--- src/rtl/nbody_step_ctrl_if.sv ---
`default_nettype none
// ============================================================================
// Module   : nbody_step_ctrl_if
// Desc     : Controller <-> force datapath bus: pair issue, body update, result strobe.
// Revision : 1.0
// ============================================================================
interface nbody_step_ctrl_if #(
    parameter int BODY_ADDR_WIDTH = 9
);
    logic                       issue_valid;
    logic [BODY_ADDR_WIDTH-1:0] issue_i;
    logic [BODY_ADDR_WIDTH-1:0] issue_j;
    logic                       issue_self;
    logic                       issue_last_j;
    logic                       upd_en;
    logic [BODY_ADDR_WIDTH-1:0] upd_idx;
    logic                       res_valid;

    modport master (
        output issue_valid, issue_i, issue_j, issue_self, issue_last_j,
        output upd_en, upd_idx,
        input  res_valid
    );

    modport slave (
        input  issue_valid, issue_i, issue_j, issue_self, issue_last_j,
        input  upd_en, upd_idx,
        output res_valid
    );
endinterface
`default_nettype wire

--- src/rtl/nbody_step_ctrl.sv ---
`default_nettype none
// ============================================================================
// Module   : nbody_step_ctrl
// Desc     : Walks all (i,j) pairs into the force pipe, drains results, updates bodies.
// Revision : 1.0
// ============================================================================
module nbody_step_ctrl #(
    parameter int BODY_ADDR_WIDTH = 9,
    parameter int GAP_WIDTH       = 32,
    parameter int PIPE_LATENCY    = 122
) (
    input  logic                       clk,
    input  logic                       rst_n,
    input  logic                       go,
    input  logic                       read_req,
    input  logic [BODY_ADDR_WIDTH:0]   n_bodies,
    input  logic [GAP_WIDTH-1:0]       gap,
    nbody_step_ctrl_if.master          dp,
    output logic                       mem_host_sel,
    output logic                       busy,
    output logic                       done,
    output logic [GAP_WIDTH-1:0]       step_count,
    output logic                       err
);

    localparam int c_N_W      = BODY_ADDR_WIDTH + 1;
    localparam int c_P_W      = 2 * BODY_ADDR_WIDTH + 1;
    localparam int c_WD_LIMIT = 2 * PIPE_LATENCY;
    localparam int c_WD_W     = $clog2(c_WD_LIMIT + 1);

    localparam logic [c_N_W-1:0]           c_MAX_N    = c_N_W'(1) << BODY_ADDR_WIDTH;
    localparam logic [c_N_W-1:0]           c_N_ONE    = c_N_W'(1);
    localparam logic [BODY_ADDR_WIDTH-1:0] c_IDX_ONE  = BODY_ADDR_WIDTH'(1);
    localparam logic [c_P_W-1:0]           c_P_ONE    = c_P_W'(1);
    localparam logic [c_WD_W-1:0]          c_WD_ONE   = c_WD_W'(1);
    localparam logic [c_WD_W-1:0]          c_WD_LAST  = c_WD_W'(c_WD_LIMIT - 1);
    localparam logic [GAP_WIDTH-1:0]       c_STEP_ONE = GAP_WIDTH'(1);

    typedef enum logic [2:0] {
        S_IDLE    = 3'd0,
        S_ISSUE   = 3'd1,
        S_DRAIN   = 3'd2,
        S_UPDATE  = 3'd3,
        S_DONE    = 3'd4,
        S_READOUT = 3'd5
    } state_t;

    state_t                     r_state;
    state_t                     w_next;
    logic [c_N_W-1:0]           r_n;
    logic [GAP_WIDTH-1:0]       r_g;
    logic [c_P_W-1:0]           r_nn;
    logic [BODY_ADDR_WIDTH-1:0] r_i;
    logic [BODY_ADDR_WIDTH-1:0] r_j;
    logic [BODY_ADDR_WIDTH-1:0] r_upd;
    logic [c_P_W-1:0]           r_ret;
    logic [c_WD_W-1:0]          r_wd;
    logic [GAP_WIDTH-1:0]       r_step;
    logic                       r_err;
    logic                       r_rd_d;

    logic [c_N_W-1:0]           w_n_clamp;
    logic [c_N_W-1:0]           w_n_last;
    logic                       w_i_last;
    logic                       w_j_last;
    logic                       w_u_last;
    logic                       w_cnt_state;
    logic                       w_res_ok;
    logic                       w_stray;
    logic [c_P_W-1:0]           w_ret_next;
    logic [GAP_WIDTH-1:0]       w_step_inc;
    logic                       w_zero_job;
    logic                       w_latch;
    logic                       w_wd_expire;
    logic                       w_rd_rise;
    logic                       w_rd_fall;

    assign w_n_clamp   = (n_bodies > c_MAX_N) ? c_MAX_N : n_bodies;
    assign w_n_last    = r_n - c_N_ONE;
    assign w_i_last    = ({1'b0, r_i}   == w_n_last);
    assign w_j_last    = ({1'b0, r_j}   == w_n_last);
    assign w_u_last    = ({1'b0, r_upd} == w_n_last);
    assign w_zero_job  = (n_bodies == '0) || (gap == '0);
    assign w_step_inc  = r_step + c_STEP_ONE;
    assign w_rd_rise   = read_req & ~r_rd_d;
    assign w_rd_fall   = ~read_req & r_rd_d;

    // A result is only accepted while a sweep is outstanding; anything else is stray.
    assign w_cnt_state = (r_state == S_ISSUE) || (r_state == S_DRAIN);
    assign w_res_ok    = dp.res_valid & w_cnt_state & (r_ret != r_nn);
    assign w_stray     = dp.res_valid & ~w_res_ok;
    assign w_ret_next  = w_res_ok ? (r_ret + c_P_ONE) : r_ret;

    always_ff @(posedge clk or negedge rst_n) begin
        if (!rst_n) begin
            r_state <= S_IDLE;
        end else begin
            r_state <= w_next;
        end
    end

    always_comb begin
        w_next      = r_state;
        w_latch     = 1'b0;
        w_wd_expire = 1'b0;
        case (r_state)
            S_IDLE: begin
                if (go) begin
                    w_latch = 1'b1;
                    w_next  = w_zero_job ? S_DONE : S_ISSUE;
                end
            end
            S_ISSUE: begin
                if (w_i_last && w_j_last) begin
                    w_next = (w_ret_next == r_nn) ? S_UPDATE : S_DRAIN;
                end
            end
            S_DRAIN: begin
                if (w_ret_next == r_nn) begin
                    w_next = S_UPDATE;
                end else if (!dp.res_valid && (r_wd == c_WD_LAST)) begin
                    w_wd_expire = 1'b1;
                    w_next      = S_DONE;
                end
            end
            S_UPDATE: begin
                if (w_u_last) begin
                    w_next = (w_step_inc == r_g) ? S_DONE : S_ISSUE;
                end
            end
            S_DONE: begin
                if (w_rd_rise) begin
                    w_next = S_READOUT;
                end
            end
            S_READOUT: begin
                if (w_rd_fall) begin
                    if (go) begin
                        w_latch = 1'b1;
                        w_next  = w_zero_job ? S_DONE : S_ISSUE;
                    end else begin
                        w_next = S_IDLE;
                    end
                end
            end
            default: w_next = S_IDLE;
        endcase
    end

    always_ff @(posedge clk or negedge rst_n) begin
        if (!rst_n) begin
            r_n    <= '0;
            r_g    <= '0;
            r_nn   <= '0;
            r_i    <= '0;
            r_j    <= '0;
            r_upd  <= '0;
            r_ret  <= '0;
            r_wd   <= '0;
            r_step <= '0;
            r_err  <= 1'b0;
            r_rd_d <= 1'b0;
        end else begin
            r_rd_d <= read_req;

            if (w_latch) begin
                r_n    <= w_n_clamp;
                r_g    <= gap;
                r_nn   <= c_P_W'(w_n_clamp) * c_P_W'(w_n_clamp);
                r_step <= '0;
            end else if ((r_state == S_UPDATE) && w_u_last) begin
                r_step <= w_step_inc;
            end

            // Index counters rest at zero so every sweep starts at (0,0).
            if (r_state == S_ISSUE) begin
                if (w_j_last) begin
                    r_j <= '0;
                    r_i <= w_i_last ? '0 : (r_i + c_IDX_ONE);
                end else begin
                    r_j <= r_j + c_IDX_ONE;
                end
            end else begin
                r_i <= '0;
                r_j <= '0;
            end

            if (r_state == S_UPDATE) begin
                r_upd <= w_u_last ? '0 : (r_upd + c_IDX_ONE);
            end else begin
                r_upd <= '0;
            end

            r_ret <= w_cnt_state ? w_ret_next : '0;

            if ((r_state == S_DRAIN) && !dp.res_valid) begin
                r_wd <= r_wd + c_WD_ONE;
            end else begin
                r_wd <= '0;
            end

            if (w_stray || w_wd_expire) begin
                r_err <= 1'b1;
            end
        end
    end

    assign dp.issue_valid  = (r_state == S_ISSUE);
    assign dp.issue_i      = r_i;
    assign dp.issue_j      = r_j;
    assign dp.issue_self   = dp.issue_valid & (r_i == r_j);
    assign dp.issue_last_j = dp.issue_valid & w_j_last;
    assign dp.upd_en       = (r_state == S_UPDATE);
    assign dp.upd_idx      = r_upd;

    assign busy         = (r_state == S_ISSUE) || (r_state == S_DRAIN) || (r_state == S_UPDATE);
    assign mem_host_sel = ~busy;
    assign done         = (r_state == S_DONE) || (r_state == S_READOUT);
    assign step_count   = r_step;
    assign err          = r_err;

endmodule
`default_nettype wire
--- src/flat_wrapper.sv ---
// flat-port wrapper written by rule: the top's interface ports become plain ports
module nbody_step_ctrl_flat 
#(
    parameter int BODY_ADDR_WIDTH = 9,
    parameter int GAP_WIDTH       = 32,
    parameter int PIPE_LATENCY    = 122
)
  (clk, rst_n, go, read_req, n_bodies, gap, mem_host_sel, busy, done, step_count, err, dp_issue_valid, dp_issue_i, dp_issue_j, dp_issue_self, dp_issue_last_j, dp_upd_en, dp_upd_idx, dp_res_valid);
  nbody_step_ctrl_if #(.BODY_ADDR_WIDTH(BODY_ADDR_WIDTH)) dp_i ();
  input  logic clk;
  input  logic rst_n;
  input  logic go;
  input  logic read_req;
  input  logic [BODY_ADDR_WIDTH:0] n_bodies;
  input  logic [GAP_WIDTH-1:0] gap;
  output logic mem_host_sel;
  output logic busy;
  output logic done;
  output logic [GAP_WIDTH-1:0] step_count;
  output logic err;
  output wire logic [$bits(dp_i.issue_valid)-1:0] dp_issue_valid;
  output wire logic [$bits(dp_i.issue_i)-1:0] dp_issue_i;
  output wire logic [$bits(dp_i.issue_j)-1:0] dp_issue_j;
  output wire logic [$bits(dp_i.issue_self)-1:0] dp_issue_self;
  output wire logic [$bits(dp_i.issue_last_j)-1:0] dp_issue_last_j;
  output wire logic [$bits(dp_i.upd_en)-1:0] dp_upd_en;
  output wire logic [$bits(dp_i.upd_idx)-1:0] dp_upd_idx;
  input wire logic [$bits(dp_i.res_valid)-1:0] dp_res_valid;
  assign dp_issue_valid = dp_i.issue_valid;
  assign dp_issue_i = dp_i.issue_i;
  assign dp_issue_j = dp_i.issue_j;
  assign dp_issue_self = dp_i.issue_self;
  assign dp_issue_last_j = dp_i.issue_last_j;
  assign dp_upd_en = dp_i.upd_en;
  assign dp_upd_idx = dp_i.upd_idx;
  assign dp_i.res_valid = dp_res_valid;
  nbody_step_ctrl #(.BODY_ADDR_WIDTH(BODY_ADDR_WIDTH), .GAP_WIDTH(GAP_WIDTH), .PIPE_LATENCY(PIPE_LATENCY)) u_core (.clk(clk), .rst_n(rst_n), .go(go), .read_req(read_req), .n_bodies(n_bodies), .gap(gap), .dp(dp_i), .mem_host_sel(mem_host_sel), .busy(busy), .done(done), .step_count(step_count), .err(err));
endmodule
--- config.mk ---
export PLATFORM = sky130hd
export DESIGN_NAME = nbody_step_ctrl_flat
export DESIGN_NICKNAME = d
export VERILOG_FILES = /design/src/rtl/nbody_step_ctrl_if.sv /design/src/rtl/nbody_step_ctrl.sv /design/src/flat_wrapper.sv
export SDC_FILE = /design/constraint.sdc
export NUM_CORES = 1
export LEC_CHECK = 0
export ABC_CLOCK_PERIOD_IN_PS = 5500
export BUFFER_PORTS_ARGS = -buffer_cell sky130_fd_sc_hd__buf_2
export CORE_ASPECT_RATIO = 2
export CORE_MARGIN = 3
export CORE_UTILIZATION = 65
export CTS_CLUSTER_SIZE = 10
export DETAILED_ROUTE_END_ITERATION = 16
export HOLD_SLACK_MARGIN = 0.02
export PLACE_DENSITY = 0.86
export SLEW_MARGIN = 20
export SYNTH_ARGS = -nofsm -noshare
export SYNTH_HDL_FRONTEND = slang
export SYNTH_SLANG_ARGS = --single-unit
--- constraint.sdc ---
create_clock -name clk -period 5.5 [get_ports clk]
set_clock_uncertainty 0.05 [all_clocks]
set_input_delay 0.825 -clock clk [delete_from_list [all_inputs] [get_ports clk]]
set_output_delay 0.825 -clock clk [all_outputs]
set_load 0.03 [all_outputs]
# Word level (Yosys, flattened, before mapping)
# Index checks and enable logic that the tools add are counted.
totals:
  reg_bits: 152
  input_bits: 47
  wordCells: 98
op_classes:
  addsub: 7
  n_mul: 1
  n_lt_le_gt_ge: 1
  n_eq_ne: 20
  muxes: 31
  n_bitwise: 11
  reduce_logical: 15
op_table:
  columns: ["operator", "count"]
  rows:
  - ["2-to-1 mux 32 bit", 2]
  - ["2-to-1 mux 9 bit", 7]
  - ["2-to-1 mux 19 bit", 2]
  - ["adder 32 x 1 -> 32 bit, second input constant", 1]
  - ["equality test 32 bit", 1]
  - ["logical NOT 32 bit", 1]
  - ["equality test 9 x 10 -> 1 bit", 3]
  - ["2-to-1 mux 3 bit", 10]
  - ["adder 9 x 1 -> 9 bit, second input constant", 3]
  - ["adder 19 x 1 -> 19 bit, second input constant", 1]
  - ["equality test 19 bit", 1]
  - ["multiplier 10 x 10 -> 19 bit", 1]
  - ["!= test 19 bit", 1]
  - ["case mux 3 bit (6 select lines)", 1]
  - ["greater-than comparator 10 bit, second input constant", 1]
  - ["logical NOT 10 bit", 1]
  - ["2-to-1 mux 10 bit", 1]
  - ["subtractor 10 x 1 -> 10 bit, second input constant", 1]
  - ["equality test 9 bit", 1]
  - ["adder 8 x 1 -> 8 bit, second input constant", 1]
  - ["equality test 8 bit, second input constant", 1]
  - ["2-to-1 mux 8 bit", 1]
  - ["AND 1 bit", 7]
  - ["equality test 3 x 2 -> 1 bit, second input constant", 2]
  - ["other kinds (14)", 34]

# Depth between registers and ports, before layout
# Gate-level depths: netlist (run 1).
logic_depth:
  ltp_word: 9
  ltp_mapped: 24

# Worst setup path after synthesis (run 1)
# Ideal clock, no wire load.
synth_timing:
  path_kind: "input to register"
  startpoint: "input n_bodies[9]"
  endpoint: "register u_core.r_nn[17]"
  setup_ps: 136
  t_arrival_ps: 5995
  t_required_ps: 5314
  setup_slack_ps: -681
  stages: 21
  path_buffers: 2
  path_cell_list: "buf_1 nor2b_1 clkbuf_1 nand2_1 fa_1 fa_1 inv_1 fa_1 fa_1 inv_1 fa_1 inv_1 ha_1 or3_1 nor3_1 o41ai_1 and2_1 or4_1 a31oi_1 xor2_1 o21ai_0"
synth_via:
  elab_chain_len: 3
synth_lines:
  columns: ["item", "line", "rtl"]
  rows:
  - ["start, declared", "flat_wrapper.sv:14", "input logic [BODY_ADDR_WIDTH:0] n_bodies;"]
  - ["greater-than comparator 10 bit", "nbody_step_ctrl.sv:78", "assign w_n_clamp = (n_bodies > c_MAX_N) ? c_MAX_N : n_bodies;"]
  - ["2-to-1 mux 10 bit (*)", "nbody_step_ctrl.sv:78", null]
  - ["multiplier 10 x 10 -> 19 bit (*)", "nbody_step_ctrl.sv:169", "r_nn <= c_P_W'(w_n_clamp) * c_P_W'(w_n_clamp);"]
  - ["end signal, assigned", "nbody_step_ctrl.sv:169", null]
  - ["end, declared", "nbody_step_ctrl.sv:52", "logic [c_P_W-1:0] r_nn;"]
# Mark *: on every way between the ends. The rest lies on a longest branch, timed or not.
# A chain may end at the register's enable or synchronous reset.

# Worst setup path in the final report (run 1)
layout_timing:
  startpoint: "input n_bodies[2]"
  endpoint: "register u_core.r_nn[17]"
# Same word-level chain as after synthesis.

==> out/qor.yml, run 1 <==
rsz0062_at_grt: "yes"
max_stage_delay_ns: 0.58
synth_area_leader_cell: "dfrtp_1"
nFillCells: 1144
rr_worst_depth: 13
pwr_density_cell_nw_per_um2: 421
drt_wl_total_mm: 34.6
dp_hpwl_mm: 24.7
arrival_ns: 5.86
post-route-util: 0.780
drc: 0
report.final.slew_viol_count: 0
synth_area_leaders: "dfrtp_1, fa_1, xnor2_1"
viasPerCell: 6.41
layout-drive-gt1-share: 0.223
nets: 1597
slowest_stage: "fa_1"
end_kind: "flop"
antenna_found_initial: 0
crit_top_cell: "fa_1"
use_met2: 0.624
slew_headroom: 0.450
synth_enable_flop_cells: 0
setup_tns_ns: -0.0918
p_int_w: 0.00331
cp_cell_sequence: "buf_2, nor2b_4, buf_4, nand2_1, inv_1, fa_1, fa_1, ha_4, fa_1, inv_1, fa_1, inv_1, ha_4, a21oi_2, nor2b_2, nor3_4, o41ai_4, and2_4, or4_4, a31oi_4, xor2_1, o21ai_1"
synth_top_area_frac: 0.316
die_w_um: 102
antenna_left: 0
status: "complete, but fails checks"
period_needed_ns: 5.59
cts_hold_buffers: 0
power_w: 0.00588
grt_pass1_vias: 11200
root_buffer: "clkbuf_16"
p_comb_frac: 0.511
fmax_mhz: 179
r2r_slack_ns: 1.38
grt-ovfl-total: 0
power.switching_w: 0.00257
grt_max_degree: 88
regToRegEndpoint: "u_core.step_count[28]$_DFFE_PN0P_"
synth.most_common_cell: "dfrtp_1"
critPathRequiredTime_ns: 5.77
critPathCapture: "u_core.r_nn[17]$_DFFE_PN0P_"
grt_pass1_wl_mm: 54.1
start_kind: "input pin"
p_clk_frac: 0.202
hold_class: "input pin to asynchronous set/reset pin"
final.setup.worst_slack_ns: -0.0918
cts_buffers: 17
grt_use_met3: 0.0612
clk_latency_ns: 0.45
syn_to_final_growth_pct: 17.4
syn-cell-area_um2: 11900
hold_viol: 0
yosys_most_used_dff: "dfrtp_1"
drt-initial-drc-count: 743
reg2reg_from: "u_core.r_n[1]$_DFFE_PN0P_"
rows: 69
violations: "setup timing"
crit_type: "input pin to flop"
synthTopCellsByCount: "dfrtp_1, nor2_1, inv_1, nand2_1, xnor2_1"
seq_power_share: 0.287
die_area_um2: 20000
syn_area_per_cell_um2: 9.09
groute.usage.overall: 0.342
io_pins: 114
wire_per_inst_um: 20.7
yosysWarnings: 0
busiest_layer: "met2"
synth_seq_cells: 150
ys_types: 71
cp_max_fo: 4
fp.coreArea_um2: 17900
gp_congestion: 0.943
start_util: 0.665
cts_tree: "done"
clkSinkCount: 150
drv_cap: 0
ir_drop_uv: 265
num_vias: 10700
finalSetupViolations: 1
startpoint: "n_bodies[2]"
async_flop_share: 1.00
die_h_um: 197
period_share: 1.02
num_antenna_cells: 0
holdWs_ns: 0.366
clk_pin_slew_ns: 0.07
portBuffers: 113
swShare: 0.437
power.leakage_nw: 6.59
h-tree-depth: 4
worst-slew-pin-transition_ns: 0.825
first_pass_iters: 6
max-clock-path-buffers: 2
met1_usage: 0.347
ys_seq_area_frac: 0.316
syn_inst: 1307
## layout make-up
| type | instances | area, um2 | share of cell area |
|---|---|---|---|
| Inverter | 100 | 375 | 0.0269 |
| Clock inverter | 14 | 156 | 0.0112 |
| Clock buffer | 18 | 439 | 0.0315 |
| Tap cell | 213 | 267 | 0.0191 |
| Sequential cell | 150 | 3750 | 0.269 |
| Timing Repair Buffer | 182 | 1120 | 0.0803 |
| Multi-Input combinational cell | 1000 | 7840 | 0.562 |
## metal layers
| metal | vias up | wire, um |
|---|---|---|
| met5 | - | 0 |
| met4 | 0 | 2720 |
| met3 | 204 | 1840 |
| met2 | 512 | 18500 |
| met1 | 5224 | 11600 |
| li1 | 4806 | - |
## worst min path at each step
stage | startpoint | to | slack [ns] | cells past startpoint
after global routing | rst_n | u_core.dp.issue_j[0]$_DFF_PN0_ | 0.43 | 1
after detailed placement | u_core.r_wd[0]$_DFF_PN0_ | u_core.r_wd[0]$_DFF_PN0_ | 0.46 | 1
final | rst_n | u_core.dp.issue_j[0]$_DFF_PN0_ | 0.37 | 1
after global placement | u_core.err$_DFFE_PN0P_ | u_core.err$_DFFE_PN0P_ | 0.42 | 2
after CTS | rst_n | u_core.dp.issue_j[7]$_DFF_PN0_ | 0.41 | 1
after floorplan | u_core.r_wd[0]$_DFF_PN0_ | u_core.r_wd[0]$_DFF_PN0_ | 0.40 | 1
## metrics by stage
stage | std cells | cell area, um2 | worst slack [ns]
global route | 1677 | 13900 | -0.214
detailed placement | 1642 | 13100 | -0.593
global placement | 1642 | 13100 | -0.358
finish | 1677 | 13900 | -0.0918
CTS | 1675 | 13700 | 0.00864
floorplan | 1317 | 12100 | -0.0978
## sequential cells by signal, indices dropped and copies added, names as in the netlist
name               cells
u_core.r_g            32
u_core.step_count     32
u_core.r_ret          19
u_core.r_nn           18
u_core.dp.issue_i      9
u_core.dp.issue_j      9
u_core.dp.upd_idx      9
u_core.r_n             9
u_core.r_wd            8
u_core.r_state         3
u_core.err             1
u_core.r_rd_d          1
## kinds of logic (layout without fill, tap and decap cells)
group | Yosys count | after routing | synth area share
AOI/OAI and AO/OA | 207 | 207 | 0.110
xor gates and xnor gates | 173 | 173 | 0.137
adders and majority gates | 99 | 99 | 0.134
buffers and inverters | 167 | 314 | 0.0562
DFF | 150 | 150 | 0.316
muxes | 44 | 44 | 0.0414
other | 2 | 12 | 0.000632
and+or+nand+nor | 465 | 465 | 0.205
## worst max-delay path: cells and delay by family
kind | cells | cell delay, ns
AOI/OAI and AO/OA | 4 | 0.55
xor gates and xnor gates | 1 | 0.17
adders and majority gates | 6 | 2.59
buffers and inverters | 5 | 0.50
and+or+nand+nor | 6 | 1.22
## cells in the final DEF (no fill, tap or decap), types with 15 or more instances in the layout
cell type | synthesis | routed
ha_1 | 52 | 43
nor4_1 | 26 | 25
dfrtp_1 | 150 | 150
buf_4 | 1 | 65
fa_1 | 47 | 47
buf_2 | 11 | 109
nand2_1 | 100 | 88
nand2b_1 | 20 | 20
nor2_1 | 101 | 101
a21oi_1 | 30 | 24
nor3_1 | 21 | 18
and3_1 | 31 | 31
mux2_2 | 41 | 41
o31ai_1 | 24 | 24
nand3_1 | 45 | 43
clkbuf_16 | 0 | 17
o21ai_0 | 84 | 83
xor2_1 | 71 | 71
and2_1 | 17 | 15
xnor2_1 | 94 | 94
inv_1 | 100 | 92
nand4_1 | 32 | 32
## what timing repair did
action / 4_1_cts / 5_1_grt
setup endpoints to repair: 1 / 5
endpoints found under the hold margin: 0 / 0
pin swaps: 9 / 16
setup buffers: 1 / 2
gates resized for setup: 8 / 45
## power groups by stage
| stage | combinational (W) | clock, W | sequential, W |
|---|---|---|---|
| finish | 0.00301 | 0.00118 | 0.00169 |
| floorplan | 0.00209 | 0 | 0.00157 |
| global route | 0.00327 | 0.00122 | 0.00171 |
| global placement | 0.00259 | 0 | 0.00167 |
| detailed placement | 0.00270 | 0 | 0.00169 |
| CTS | 0.00278 | 0.00119 | 0.00167 |
Note: power is estimated with default switching activity, not from simulation.
==> run 2: changes to the inputs <==
Settings changed: ABC_AREA set to 1, ABC_CLOCK_PERIOD_IN_PS 5500 to 5010, CAP_MARGIN set to 20, CORE_UTILIZATION 65 to 55, PLACE_DENSITY 0.86 to 0.78.
Clock period 5.5 ns to 5.01 ns, I/O delays scaled along.
==> run 2 against run 1 <==
  * The flow still finishes with violations (setup timing)
  * Combinational power rose by 17%
  * Hold slack got worse by 0.085 ns
  * Cell count rose by 36%
  * Via count rose by 20%
  * Design area rose by 7.8%
  * Sequential share of layout area fell by 1.9 points
  * Clock power rose by 14%
  * Critical path depth rose by 6
  * Non-clock buffer count rose by 51
  * Flip-flop and latch count did not move
  * Critical endpoint unchanged
  * Largest cell class unchanged
  * Largest power group unchanged
==> out/qor.yml, run 2 <==
status: "complete, but fails checks"
violations: "setup timing"
die_w_um: 112
syn_inst: 1754
power.leakage_nw: 7.61
cts_buffers: 17
mostFrequentLayoutCells: "nand2_1, inv_1, nor2_1"
first_pass_iters: 6
pwr_density_cell_nw_per_um2: 435
arrival_ns: 5.87
gp_congestion: 1.02
hold_viol: 0
hold_class: "input pin to asynchronous set/reset pin"
ir_drop_uv: 323
h-tree-depth: 4
slew_headroom: 0.528
r2r_slack_ns: 0.97
rows: 76
worst-slew-pin-transition_ns: 0.703
grt-ovfl-total: 0
holdWs_ns: 0.281
start_kind: "input pin"
busiest_layer: "met2"
synth_area_leaders: "dfrtp_1, nand2_1, inv_1"
antenna_left: 0
synth_enable_flop_cells: 0
wire_per_inst_um: 18.6
num_vias: 12900
ys_seq_area_frac: 0.306
drc: 0
crit_type: "input pin to flop"
yosysWarnings: 0
grt_max_degree: 73
crit_buf_inv: 11
start_util: 0.565
clk_latency_ns: 0.44
nets: 2139
setup_tns_ns: -4.25
cpLargestDelayFamily: "adder cells"
end_kind: "flop"
clkSinkCount: 150
drt_wl_total_mm: 42.4
post-route-util: 0.693
viasPerCell: 5.64
dp_hpwl_mm: 31.6
critPathRequiredTime_ns: 5.28
drt-initial-drc-count: 1058
async_flop_share: 1.00
met1_usage: 0.306
slowest_stage: "fa_1"
use_met2: 0.653
report.final.slew_viol_count: 0
nFillCells: 1787
final.setup.worst_slack_ns: -0.598
final_common_cell: "nand2_1"
layout-drive-gt1-share: 0.193
grt_pass1_wl_mm: 66.1
max-clock-path-buffers: 2
synth_seq_cells: 150
drv_cap: 0
io_pins: 114
grt_use_met3: 0.0598
finalSetupViolations: 11
cp_max_fo: 4
synth.most_common_cell: "nand2_1"
synthTopCellsByCount: "nand2_1, inv_1, nor2_1, dfrtp_1, nand3_1"
period_needed_ns: 5.61
groute.usage.overall: 0.351
period_share: 1.12
fmax_mhz: 178
rsz0062_at_grt: "yes"
syn_to_final_growth_pct: 22.7
ys_types: 53
synth_area_leader_cell: "dfrtp_1"
synth_top_area_frac: 0.306
clk_pin_slew_ns: 0.06
max_stage_delay_ns: 0.52
antenna_found_initial: 1
syn_area_per_cell_um2: 6.99
yosys_most_used_dff: "dfrtp_1"
die_h_um: 217
cts_tree: "done"
fp.coreArea_um2: 21700
die_area_um2: 24200
syn-cell-area_um2: 12300
grt_pass1_vias: 13300
cts_hold_buffers: 0
portBuffers: 113
root_buffer: "clkbuf_16"
## run 2: cells by family (layout without fill, tap and decap cells)
family,count (synthesis),count (layout),share of synthesized area
simple gates,935,935,0.329
fa+ha+maj,99,99,0.130
xor+xnor,65,65,0.0477
other cells,2,13,0.000613
flops,150,150,0.306
compound gates,177,177,0.0834
buf+inv,326,568,0.103
## run 2: area by class of cell
cell class / count / area, um2 / share of cell area
clock buffer: 20 / 457 / 0.0304
inverter: 303 / 1160 / 0.0773
timing repair buffer: 233 / 1510 / 0.100
antenna: 1 / 2.50 / 0.000166
multi-input combinational: 1288 / 7650 / 0.509
clock inverter: 12 / 151 / 0.0101
tap: 273 / 342 / 0.0227
sequential: 150 / 3750 / 0.250
## run 2: routing by layer
metal	vias to the layer above	part of all wire
li1	6017	-
met1	6072	0.31
met2	542	0.53
met3	239	0.045
met4	0	0.11
met5	-	0
## run 2: worst paths after layout
path                                             startpoint                        endpoint  cells after the start
max                                             n_bodies[1]     u_core.r_nn[17]$_DFFE_PN0P_                     28
min                                                   rst_n      u_core.r_g[10]$_DFFE_PN0P_                      1
max reg2reg                u_core.step_count[0]$_DFFE_PN0P_   u_core.r_state[0]$_DFFE_PN0P_                     16
min reg2reg                        u_core.r_wd[0]$_DFF_PN0_        u_core.r_wd[0]$_DFF_PN0_                      1
max in group asynchronous                             rst_n  u_core.dp.upd_idx[0]$_DFF_PN0_                      2
min in group clk                                   read_req         u_core.r_rd_d$_DFF_PN0_                      1
## run 2: worst register-to-register path: stages, from the launching register on
cell	delay, ns
dfrtp_1	0.53
ha_1	0.30
nand3_1	0.20
nor2_1	0.54
inv_1	0.20
nor2_1	0.51
nand2_1	0.15
nand3_1	0.12
nand2_1	0.07
nor2_1	0.10
nand2_1	0.06
nor3_1	0.55
nand3_1	0.22
a21oi_2	0.17
nand2_1	0.06
nand3_1	0.06
nand2_1	0.05
## run 2: report_power, final
group,switching [W],internal (W),leakage (nW),total [W]
combinational,0.00217,0.00134,5.32,0.00351
clock,0.000533,0.000808,0.296,0.00134
sequential,0.000222,0.00147,2.00,0.00169
total,0.00292,0.00362,7.61,0.00654
## run 2: repair_timing
item	in CTS	in global routing
endpoints found under the setup margin	10	14
resized for setup	40	24
setup buffers	42	5
pin swaps	39	19
## run 2: per-stage QoR
stage | std cells | total power (W) | cell area (um2) | setup slack (ns)
global route | 2280 | 0.00701 | 15000 | -0.807
CTS | 2281 | 0.00637 | 14900 | -0.207
global placement | 2207 | 0.00478 | 13800 | -0.807
finish | 2280 | 0.00654 | 15000 | -0.598
detailed placement | 2207 | 0.00488 | 13800 | -0.970
floorplan | 1764 | 0.00388 | 12500 | -0.456
==> run 3: changes to the inputs <==
Settings changed: RECOVER_POWER set to 50.
==> run 3 against run 2 <==
  * The run ends with capacitance limit, slew limit, setup timing left
  * Maximum frequency is 0.50% higher
  * Design area shrank 0.29%
  * Hold slack gained 0.12 ns
  * Sequential power barely moved
  * Die area is the same
  * Flip-flop and latch count is the same
  * Routed wire length increased by 0.30%
  * Global-route usage unchanged
  * Core utilization down 0.20 points
  * Worst setup slack better by 0.028 ns
  * Critical path type unchanged
==> out/qor.yml, run 3 (synthesis results as in run 2) <==
status: "complete, but fails checks"
violations: "capacitance limit, slew limit, setup timing"
gp_congestion: 1.02
viasPerCell: 5.64
hold_class: "input pin to flop"
drt-initial-drc-count: 1019
slew_headroom: -1.77
crit_buf_inv: 9
first_pass_iters: 7
mostFrequentLayoutCells: "nand2_1, inv_1, nor2_1"
dp_hpwl_mm: 31.6
rows: 76
pwr_density_cell_nw_per_um2: 436
grt-ovfl-total: 0
cts_hold_buffers: 0
power_w: 0.00654
h-tree-depth: 4
wire_per_inst_um: 18.7
period_share: 1.11
clkSinkCount: 150
end_kind: "flop"
ir_drop_uv: 323
cts_buffers: 17
die_area_um2: 24200
syn_to_final_growth_pct: 22.3
path_depth: 31
die_h_um: 217
fp.coreArea_um2: 21700
groute.usage.overall: 0.351
antenna_left: 0
met1_usage: 0.306
start_kind: "input pin"
drt_wl_total_mm: 42.6
period_needed_ns: 5.58
layout-drive-gt1-share: 0.185
max_stage_delay_ns: 0.55
cts_tree: "done"
slowest_stage: "fa_1"
grt_pass1_wl_mm: 66.1
use_met2: 0.653
portBuffers: 113
arrival_ns: 5.91
grt_pass1_vias: 13300
io_pins: 114
pre_cts_slack_ns: -0.970
hold_viol: 0
grt_max_degree: 73
die_w_um: 112
rr_worst_depth: 16
seq_area_um2: 3750
rsz0062_at_grt: "yes"
nFillCells: 1802
busiest_layer: "met2"
root_buffer: "clkbuf_16"
finalSetupViolations: 11
fmax_mhz: 179
cp_max_fo: 5
power.leakage_nw: 7.55
hold_depth: 1
nets: 2139
worst-slew-pin-transition_ns: 4.16
clk_pin_slew_ns: 0.06
critPathRequiredTime_ns: 5.34
grt_use_met3: 0.0598
final.setup.worst_slack_ns: -0.570
clk_latency_ns: 0.45
report.final.slew_viol_count: 73
max-clock-path-buffers: 2
crit_type: "input pin to flop"
multi_input_area_um2: 7630
drv_cap: 1
drc: 0
final_common_cell: "nand2_1"
num_vias: 12900
cpLargestDelayFamily: "adder cells"
antenna_found_initial: 1
start_util: 0.565
## run 3: cell types whose count changed in the layout (fill, tap and decap cells not counted), sizes merged
cell / before / now
clkbuf: 20 / 34
buf: 233 / 219
## run 3: worst register-to-register path: cells and delay by family (launching register included)
family,cells,cell delay (ns)
buf+inv,1,0.21
fa+ha+maj,1,0.31
flops,1,0.53
compound gates,1,0.17
simple gates,13,2.72
## run 3: final timing paths
path                                             endpoint  slack (ns)                        startpoint
max in group asynchronous  u_core.dp.upd_idx[7]$_DFF_PN0_        0.69                             rst_n
min reg2reg                      u_core.r_wd[0]$_DFF_PN0_        0.41          u_core.r_wd[0]$_DFF_PN0_
min                               u_core.r_rd_d$_DFF_PN0_        0.41                          read_req
min in group asynchronous      u_core.r_g[10]$_DFFE_PN0P_        1.71                             rst_n
max reg2reg                 u_core.r_state[0]$_DFFE_PN0P_        0.91  u_core.step_count[0]$_DFFE_PN0P_
max                           u_core.r_nn[17]$_DFFE_PN0P_       -0.57                       n_bodies[1]
## run 3: through the flow
stage,setup TNS [ns],instance area (um2),hold WS [ns],utilization,std cells
after floorplan,-2.65,12500,0.383,-,1764
after global placement,-6.66,13800,0.402,0.639,2207
after detailed placement,-8.35,13800,0.403,0.639,2207
after CTS,-1.20,14900,0.311,0.688,2281
after global routing,-11.30,15000,0.410,0.691,2280
final,-4.08,15000,0.405,0.691,2280
## run 3: per-layer routing
layer	vias up	wire length [um]
met2	548	22500
met1	6045	13300
met5	-	0
met4	0	4830
met3	251	1860
li1	6017	-
## run 3: power by group
part           internal (W)  switching (W)  leakage (nW)
Sequential          0.00147       0.000223          2.00
Clock              0.000808       0.000535         0.296
Combinational       0.00134        0.00217          5.26
Total               0.00361        0.00293          7.55
## run 3: timing repair
item                       in CTS  in global routing
setup endpoints to repair      10                 14
resized for setup              40                 24
buffers inserted               42                  5
pin swaps                      39                 19
## run 3: layout make-up
type                            instances  area share
Multi-Input combinational cell       1288       0.509
Sequential cell                       150       0.250
Timing Repair Buffer                  233      0.0993
Inverter                              303      0.0776
Clock buffer                           20      0.0305
Tap cell                              273      0.0228
Clock inverter                         12      0.0101
Antenna cell                            1    0.000167
